==> config.mk <==
export PLATFORM = sky130hd
export DESIGN_NAME = mem_bus_arbiter
export DESIGN_NICKNAME = d
export VERILOG_FILES = /design/src/rtl/mem_bus_arbiter.sv
export SDC_FILE = /design/constraint.sdc
export NUM_CORES = 1
export LEC_CHECK = 0
export ABC_AREA = 1
export BUFFER_PORTS_ARGS = -buffer_cell sky130_fd_sc_hd__clkbuf_2
export CORE_MARGIN = 2
export CORE_UTILIZATION = 42
export CTS_CLUSTER_SIZE = 20
export DETAILED_ROUTE_END_ITERATION = 16
export PLACE_DENSITY = 0.87
export SLEW_MARGIN = 20
export SYNTH_ARGS = -nofsm -noshare
export SYNTH_HDL_FRONTEND = slang
export SYNTH_SLANG_ARGS = --single-unit
==> constraint.sdc <==
create_clock -name clk -period 2.2 [get_ports clk]
set_clock_uncertainty 0.2 [all_clocks]
set_input_delay 0.22 -clock clk [delete_from_list [all_inputs] [get_ports clk]]
set_output_delay 0.22 -clock clk [all_outputs]
set_load 0.01 [all_outputs]
==> src/rtl/mem_bus_arbiter.sv <==
// mem_bus_arbiter: shares the external memory bus between the CPU core and
// one DMA requester, handing ownership over only at instruction boundaries.
module mem_bus_arbiter #(
  parameter int MAX_BURST = 4,
  parameter int MIN_CPU   = 2
) (
  input  logic        clk,
  input  logic        n_rst,
  input  logic [15:0] cpu_addr,
  input  logic [7:0]  cpu_wdata,
  input  logic        cpu_n_oe,
  input  logic        cpu_n_we,
  input  logic        cpu_ir_we,
  output logic        cpu_hold,
  input  logic        dma_req,
  input  logic        dma_we,
  input  logic [15:0] dma_addr,
  input  logic [7:0]  dma_wdata,
  output logic        dma_gnt,
  output logic        dma_ack,
  output logic [7:0]  dma_rdata,
  output logic [15:0] mem_addr,
  output logic [7:0]  mem_wdata,
  input  logic [7:0]  mem_rdata,
  output logic        mem_n_oe,
  output logic        mem_n_we
);

  localparam int BW = $clog2(MAX_BURST + 1);
  localparam int FW = (MIN_CPU > 0) ? $clog2(MIN_CPU + 1) : 1;

  typedef enum logic [1:0] {
    S_CPU,
    S_HOLD,
    S_DMA,
    S_REL
  } state_t;

  state_t        state;
  state_t        state_nx;
  logic [BW-1:0] burst_cnt;
  logic [BW-1:0] burst_nx;
  logic [FW-1:0] fair_cnt;
  logic [FW-1:0] fair_nx;
  logic          hold_nx;
  logic          gnt_nx;
  logic          ack_nx;
  logic [7:0]    rdata_nx;
  logic          access;
  logic          burst_last;

  assign access     = (state == S_DMA) && dma_req;
  assign burst_last = (burst_cnt == BW'(MAX_BURST - 1));

  always_ff @(posedge clk or negedge n_rst) begin
    if (!n_rst) begin
      state     <= S_CPU;
      burst_cnt <= '0;
      fair_cnt  <= '0;
      cpu_hold  <= 1'b0;
      dma_gnt   <= 1'b0;
      dma_ack   <= 1'b0;
      dma_rdata <= '0;
    end else begin
      state     <= state_nx;
      burst_cnt <= burst_nx;
      fair_cnt  <= fair_nx;
      cpu_hold  <= hold_nx;
      dma_gnt   <= gnt_nx;
      dma_ack   <= ack_nx;
      dma_rdata <= rdata_nx;
    end
  end

  always_comb begin
    state_nx = state;
    burst_nx = burst_cnt;
    fair_nx  = fair_cnt;
    hold_nx  = cpu_hold;
    gnt_nx   = dma_gnt;
    ack_nx   = access;
    rdata_nx = dma_rdata;
    if (access && !dma_we) begin
      rdata_nx = mem_rdata;
    end
    unique case (state)
      S_CPU: begin
        if (cpu_ir_we) begin
          if (fair_cnt != '0) begin
            fair_nx = fair_cnt - 1'b1;
          end else if (dma_req) begin
            state_nx = S_HOLD;
            hold_nx  = 1'b1;
          end
        end
      end
      S_HOLD: begin
        state_nx = S_DMA;
        gnt_nx   = 1'b1;
        burst_nx = '0;
      end
      S_DMA: begin
        if (access) begin
          burst_nx = burst_cnt + 1'b1;
        end
        // an idle request cycle or the capped access ends the burst
        if (!dma_req || burst_last) begin
          state_nx = S_REL;
          gnt_nx   = 1'b0;
        end
      end
      S_REL: begin
        state_nx = S_CPU;
        hold_nx  = 1'b0;
        fair_nx  = FW'(MIN_CPU);
      end
      default: begin
        state_nx = S_CPU;
      end
    endcase
  end

  always_comb begin
    mem_addr  = cpu_addr;
    mem_wdata = cpu_wdata;
    mem_n_oe  = cpu_n_oe;
    mem_n_we  = cpu_n_we;
    unique case (state)
      S_CPU: begin
      end
      S_HOLD, S_REL: begin
        mem_addr  = dma_addr;
        mem_wdata = dma_wdata;
        mem_n_oe  = 1'b1;
        mem_n_we  = 1'b1;
      end
      S_DMA: begin
        mem_addr  = dma_addr;
        mem_wdata = dma_wdata;
        mem_n_oe  = ~(dma_req & ~dma_we);
        // write strobe only in the low half, like a CPU store
        mem_n_we  = ~(dma_req & dma_we) | clk;
      end
      default: begin
      end
    endcase
  end

endmodule

==> metrics.txt, run 1 <==
power per cell area=1290 nW/µm²; gr ovfl total=0; Post-DRT Antenna Nets=0; total power=2.63 mW; YS warnings=0; Pint=1.36 mW; Max Cap Viol=0; Reg clk slew, reported paths=0.11 ns; CTS tree=built; largest net degree at the start of global routing=19; layout cells sized above 1=0.388; FF+latch count, synth=18; GP Congestion=0.793; Worst R2R Setup Slack=0.11 ns; mapped cell area=1220 µm²; Iteration-0 DRC Markers=78; Leak Pwr=1.26 nW; n_diodes=0; Slew Limit Fails=0; vias in the first global route=1593; maximum VDD drop=1070 µV; worst r2r path cells=7; Fin Setup TNS=0 ns; Worst-Margin Slew=0.443 ns; Rows=19; crit end category=primary output; Startpoint Class=clock port; Setup CP Type=clock port to primary output; register area share after synthesis=0.369; Die Wd=57.9 µm; Ports=100; CP required=1.78 ns; Mean Syn Cell Area=6.42 µm²; die footprint=3350 µm²; Post-Syn Nets=261; Psw=1.27 mW; largest fanout on the critical path=2; Via-to-Cell Ratio=4.87; starting density of the core=0.442; final setup fails=0; Arr. time, crit path=1.72 ns; placed cells=316; Clk pwr share=0.125; reg2reg end=dma_rdata[7]$_DFFE_PN0P_; drt drc=0; hold crit path type=input pin to asynchronous set/reset pin; global-route wire length before repair=6690 µm; Slew HR=0.705; Post-Syn Instances=190; switching share of power=0.482; Port-buffer cells=99; endpoints failing hold=0; Core ar.=2760 µm²; post-route insts no fill=348; hold_ws=0.0781 ns; unrepaired setup endpoints after global routing=yes; RR Startpoint=state[0]$_DFFE_PN0P_; Syn-to-layout area delta=67.6%; library cells used by synthesis=15; gr usage total=0.259; Clock Latency Late Sink=0.41 ns; nets=389; drt first pass iters=4; dpl hpwl=2770 µm; Vias=1694; Sequential Power Share=0.228; Wirelength per Cell=12.3 µm; initial antenna violation count=0; Gate power share=0.646; Routed WL=4270 µm; status=finished, final reports clean; Die Ht=57.9 µm
## logic make-up after synthesis
kind of cell / Yosys count / synth area share
flops: 18 / 0.369
buf+inv: 20 / 0.0728
simple gates: 137 / 0.446
compound gates: 7 / 0.0297
fa+ha+maj: 8 / 0.0821
## registers in the layout, indices dropped and copies added, names as in the netlist
register	flops
dma_gnt	1
dma_ack	1
burst_cnt	3
fair_cnt	2
cpu_hold	1
dma_rdata	8
state	2
## synth_stat cells (all sizes together)
cell type	count	area, µm²
nand2	115	437
dfrtp	18	450
nand3	15	75.1
inv	14	52.6
ha	8	100
buf	6	36.3
a21oi	4	20.0
nor2	4	15.0
nand4	2	12.5
o21ai	2	10.0
nor3	1	5.00
o22ai	1	6.26
## critical path, stage by stage
cell      delay (ns)
clkbuf_4        0.11
clkbuf_4        0.12
o21ai_0         0.16
a21oi_1         0.09
clkbuf_2        0.14
## per-stage QoR
| stage | setup WS (ns) | util | instance area [µm²] |
|---|---|---|---|
| after detailed placement | 0.351 | 0.628 | 1730 |
| final | 0.0594 | 0.741 | 2040 |
| after CTS | 0.0160 | 0.731 | 2020 |
| after global placement | 0.352 | 0.628 | 1730 |
| after floorplan | 0.434 | - | 1220 |
| after global routing | -0.0234 | 0.741 | 2040 |
## worst max path at each step
| stage | slack, ns | from | cells past startpoint | end |
|---|---|---|---|---|
| 6_report | 0.06 | clk | 5 | mem_n_we |
| 5_1_grt | -0.02 | state[0]$_DFFE_PN0P_ | 7 | mem_wdata[7] |
| 4_1_cts | 0.02 | state[1]$_DFFE_PN0P_ | 7 | mem_wdata[7] |
| 3_5_place_dp | 0.35 | clk | 3 | mem_n_we |
| 3_3_place_gp | 0.35 | clk | 3 | mem_n_we |
| 2_1_floorplan | 0.43 | clk | 2 | mem_n_we |
## cell type report
| class | instances | area (µm²) |
|---|---|---|
| Timing Repair Buffer | 124 | 731 |
| Tap cell | 31 | 38.8 |
| Multi-Input combinational cell | 152 | 696 |
| Inverter | 14 | 57.6 |
| Clock buffer | 8 | 63.8 |
| Sequential cell | 18 | 450 |
| Fill cell | 205 | 713 |
| Timing Repair inverter | 1 | 7.51 |
## per-layer routing
layer / up-vias / wire, µm / track usage
li1: 844 / - / -
met1: 750 / 1600 / 0.278
met2: 84 / 2230 / 0.455
met3: 16 / 333 / 0.0826
met4: 0 / 102 / 0.133
met5: - / 0 / 0
## placed cells by master (no fill, tap or decap), drive strengths merged
cell,netlist,layout
nor2,4,4
buf,6,7
nand4,2,2
clkinvlp,0,1
dlygate4sd3,0,19
nand3,15,15
o21ai,2,2
a21oi,4,4
o22ai,1,1
nand2,115,115
dfrtp,18,18
nor3,1,1
inv,14,14
ha,8,8
clkbuf,0,106
## power groups by stage
stage	logic [mW]	registers (mW)	clock network, mW
2_1_floorplan	0.934	0.627	0.0224
3_3_place_gp	1.47	0.586	0.0367
3_5_place_dp	1.50	0.597	0.0367
4_1_cts	1.62	0.594	0.330
5_1_grt	1.91	0.620	0.352
6_report	1.70	0.601	0.330
## repair_timing
action / in CTS / in global routing
cloned: 1 / 0
endpoints found under the hold margin: 29 / 0
hold buffers: 19 / 0
buffers inserted: 2 / 3
setup endpoints to repair: 14 / 12
gates resized for setup: 5 / 3
pin swaps: 0 / 1
Power figures use the tool's default switching activity.
==> run 2, diff against run 1 <==
CORE_ASPECT_RATIO = 2   (was unset)
==> metrics.txt, run 2 (synthesis gave the netlist of run 1 again) <==
Largest register FFs=8; CP endpoint=mem_n_we; starting density of the core=0.440; largest net degree at the start of global routing=28; Routed WL=4210 µm; gr usage total=0.272; placed cell areas=1720 µm²; power per cell area=1370 nW/µm²; largest fanout on the critical path=2; top flop regs=dma_rdata x8, burst_cnt x3; Core ar.=2770 µm²; maximum VDD drop=1010 µV; unrepaired setup endpoints after global routing=no; drt first pass iters=4; Port-buffer cells=99; Leak Pwr=1.24 nW; Die Wd=42.1 µm; RR Startpoint=state[0]$_DFFE_PN0P_; Slew HR=0.710; worst r2r path cells=7; post-route cell area=1940 µm²; Worst-Margin Slew=0.435 ns; Max Cap Viol=0; hold crit path type=input pin to flip-flop; Via-to-Cell Ratio=5.08; Die Ht=80.2 µm; Ports=100; initial antenna violation count=0; Slew Limit Fails=0; final setup fails=0; Reg clk slew, reported paths=0.07 ns; commonest non-fill, non-tap cell in the layout=nand2_1; CTS tree=built; global-route wire length before repair=6840 µm; Arr. time, crit path=1.70 ns; Hold Startpoint=cpu_ir_we; gr ovfl total=0; die footprint=3380 µm²; vias in the first global route=1618; Syn-to-layout area delta=58.9%; drt drc=0; Iteration-0 DRC Markers=39; Vias=1672; Critical Path Source=clk; Fin Setup TNS=0 ns; status=finished, final reports clean; CP required=1.78 ns; Top reg by flops=dma_rdata; n_diodes=0; Setup CP Type=clock port to primary output; Worst R2R Setup Slack=0.38 ns; reg2reg end=dma_rdata[6]$_DFFE_PN0P_; endpoints failing hold=0; layout cells sized above 1=0.383; Rows=27; crit end category=primary output; Post-DRT Antenna Nets=0; dpl hpwl=3020 µm; Clock Latency Late Sink=0.37 ns; most frequent cells in the layout=nand2_1 (113), clkbuf_2 (99), dfrtp_1 (18), nand3_1 (15), inv_1 (11); Startpoint Class=clock port; GP Congestion=0.841; Wirelength per Cell=12.8 µm; nets=372
[run 2: cell type report]
class | count | area [µm²]
clock buffer | 8 | 101
fill | 230 | 832
inverter | 14 | 57.6
multi-input combinational | 152 | 701
sequential | 18 | 450
tap | 29 | 36.3
timing repair buffer | 108 | 592
[run 2: stage by stage]
| step | cells | hold WS [ns] | power [mW] | setup WS (ns) | util |
|---|---|---|---|---|---|
| detailed placement | 313 | -0.0205 | 2.13 | 0.349 | 0.622 |
| finish | 329 | 0.00948 | 2.66 | 0.0820 | 0.700 |
| global route | 329 | 0.0346 | 2.90 | 0.0236 | 0.700 |
| global placement | 313 | -0.0313 | 2.09 | 0.348 | 0.622 |
| CTS | 329 | 0.0156 | 2.58 | 0.00875 | 0.690 |
| floorplan | 190 | -0.276 | 1.58 | 0.434 | - |
[run 2: layer usage]
metal  global-route usage  vias to the layer above  share of wire
met1                0.246                      718           0.31
met3               0.0854                       11           0.14
met2                0.519                      137           0.53
met4                0.141                        0          0.023
li1                     -                      806              -
met5                    0                        -              0
[run 2: power by group]
part	internal [mW]	switching, mW	leakage (nW)	total, mW
logic	0.610	0.988	0.957	1.60
clock network	0.294	0.171	0.0565	0.465
registers	0.494	0.105	0.224	0.600
[run 2: critical path, cell delays in order]
cell,delay (ns)
clkbuf_8,0.11
clkbuf_8,0.12
o21ai_1,0.15
a21oi_1,0.08
clkbuf_2,0.14
[run 2: timing repair]
action                                 CTS  global route
buffers inserted                         0             0
hold buffers                             9             0
gates cloned                             0             0
endpoints found under the hold margin   26             0
resized for setup                        1             7
setup endpoints to repair               11            26
[run 2: worst min-delay path by stage]
stage | endpoint | depth (start not counted)
2_1_floorplan | burst_cnt[0]$_DFFE_PN0P_ | 0
3_3_place_gp | dma_rdata[7]$_DFFE_PN0P_ | 1
3_5_place_dp | fair_cnt[1]$_DFFE_PN0P_ | 1
4_1_cts | dma_rdata[2]$_DFFE_PN0P_ | 4
5_1_grt | fair_cnt[0]$_DFFE_PN0P_ | 5
6_report | fair_cnt[0]$_DFFE_PN0P_ | 5
==> run 3, diff against run 2 <==
CORE_MARGIN = 8   (was 2)
==> metrics.txt, run 3 (synthesis gave the netlist of run 1 again) <==
Startpoint Class=clock port; Max Cap Viol=0; Post-DRT Antenna Nets=0; Routed WL=4500 µm; Slew Limit Fails=0; hold crit path type=input pin to flip-flop; initial antenna violation count=0; n_diodes=0; Die Wd=54.1 µm; Global Route met1 Usage=0.156; Clock Latency Late Sink=0.36 ns; RR Startpoint=state[0]$_DFFE_PN0P_; crit end category=primary output; worst r2r path cells=7; global-route met2 utilization=0.304; power per cell area=1360 nW/µm²; Worst Slack Setup Final=0.0588 ns; Port-buffer cells=99; GR Util met3=0.104; Via-to-Cell Ratio=4.84; failing checks=negative hold slack; status=finished, violations left; hold_ws=-0.00212 ns; Vias=1593; Worst-Margin Slew=0.427 ns; drt first pass iters=5; top flop regs=dma_rdata x8, burst_cnt x3; placed cell areas=1720 µm²; commonest non-fill, non-tap cell in the layout=nand2_1; reg2reg end=dma_rdata[1]$_DFFE_PN0P_; Fin Setup TNS=0 ns; CP required=1.78 ns; maximum VDD drop=893 µV; final setup fails=0; Largest register FFs=8; GP Congestion=0.784; Arr. time, crit path=1.72 ns; largest fanout on the critical path=2; Setup CP Type=clock port to primary output; GRT Max-Usage Layer=met2; Ports=100; Rows=27; Critical Path Source=clk; Worst R2R Setup Slack=0.46 ns; Multi-input gate area=688 µm²; dpl hpwl=3520 µm; Reg clk slew, reported paths=0.06 ns; placed cells=313; # fillers=230; Iteration-0 DRC Markers=29; CTS tree=built; register area=450 µm²; Leak Pwr=1.24 nW; Die Ht=92.2 µm; most frequent cells in the layout=nand2_1 (113), clkbuf_2 (99), dfrtp_1 (18), nand3_1 (15), inv_1 (11); CP endpoint=mem_n_we; largest net degree at the start of global routing=28; Slew HR=0.715; gr usage total=0.181; Top reg by flops=dma_rdata; nets=372; Syn-to-layout area delta=57.8%; post-route insts no fill=329; vias in the first global route=1599; Wirelength per Cell=13.7 µm; gr ovfl total=0; Core ar.=2770 µm²; worst slack at placement=0.348 ns; die footprint=4990 µm²; post-route cell area=1930 µm²; endpoints failing hold=1; unrepaired setup endpoints after global routing=no; drt drc=0; layout cells sized above 1=0.380; global-route wire length before repair=6870 µm; starting density of the core=0.440
==> run 3: changes by cell type in the layout (fill, tap and decap cells not counted) <==
cell | before | now
ha_4 | 1 | 0
ha_1 | 6 | 7
==> run 3: metrics by stage <==
stage               power (mW)  utilization
floorplan                 1.58            -
global placement          2.11        0.622
detailed placement        2.15        0.622
CTS                       2.61        0.690
global route              2.88        0.695
finish                    2.61        0.695
==> run 3: how the worst min path moves through the flow <==
stage	startpoint	cells past startpoint	slack, ns	end
after floorplan	n_rst	0	-0.28	burst_cnt[0]$_DFFE_PN0P_
after global placement	n_rst	1	-0.03	dma_rdata[4]$_DFFE_PN0P_
after detailed placement	n_rst	1	-0.02	dma_rdata[4]$_DFFE_PN0P_
after CTS	cpu_ir_we	5	0.002	fair_cnt[0]$_DFFE_PN0P_
after global routing	cpu_ir_we	5	0.04	fair_cnt[0]$_DFFE_PN0P_
final	cpu_ir_we	5	-0.002	fair_cnt[0]$_DFFE_PN0P_
==> run 3: repair_timing <==
action                     in CTS  in global routing
resized for setup               2                  4
hold endpoints to repair       26                  0
setup buffers                   0                  0
hold buffers                    9                  0
setup endpoints to repair       1                 26
==> run 3: critical path: stages <==
cell      delay, ns
clkbuf_8       0.11
clkbuf_8       0.12
o21ai_1        0.17
a21oi_1        0.08
clkbuf_2       0.13
==> run 3: layout make-up <==
| type | instances | area share |
|---|---|---|
| multi-input cells | 152 | 0.357 |
| clock buffers | 8 | 0.0526 |
| inverters | 14 | 0.0299 |
| flip-flops and latches | 18 | 0.234 |
| repair buffers | 108 | 0.307 |
| well taps | 29 | 0.0188 |
==> run 3: layer usage <==
| layer | up-vias | share of wire |
|---|---|---|
| li1 | 806 | - |
| met2 | 91 | 0.49 |
| met1 | 683 | 0.31 |
| met3 | 13 | 0.18 |
| met4 | 0 | 0.026 |
| met5 | - | 0 |
==> run 3: power breakdown <==
part / switching [mW] / internal (mW) / total, mW
logic: 0.965 / 0.595 / 1.56
clock network: 0.163 / 0.294 / 0.457
registers: 0.101 / 0.494 / 0.595
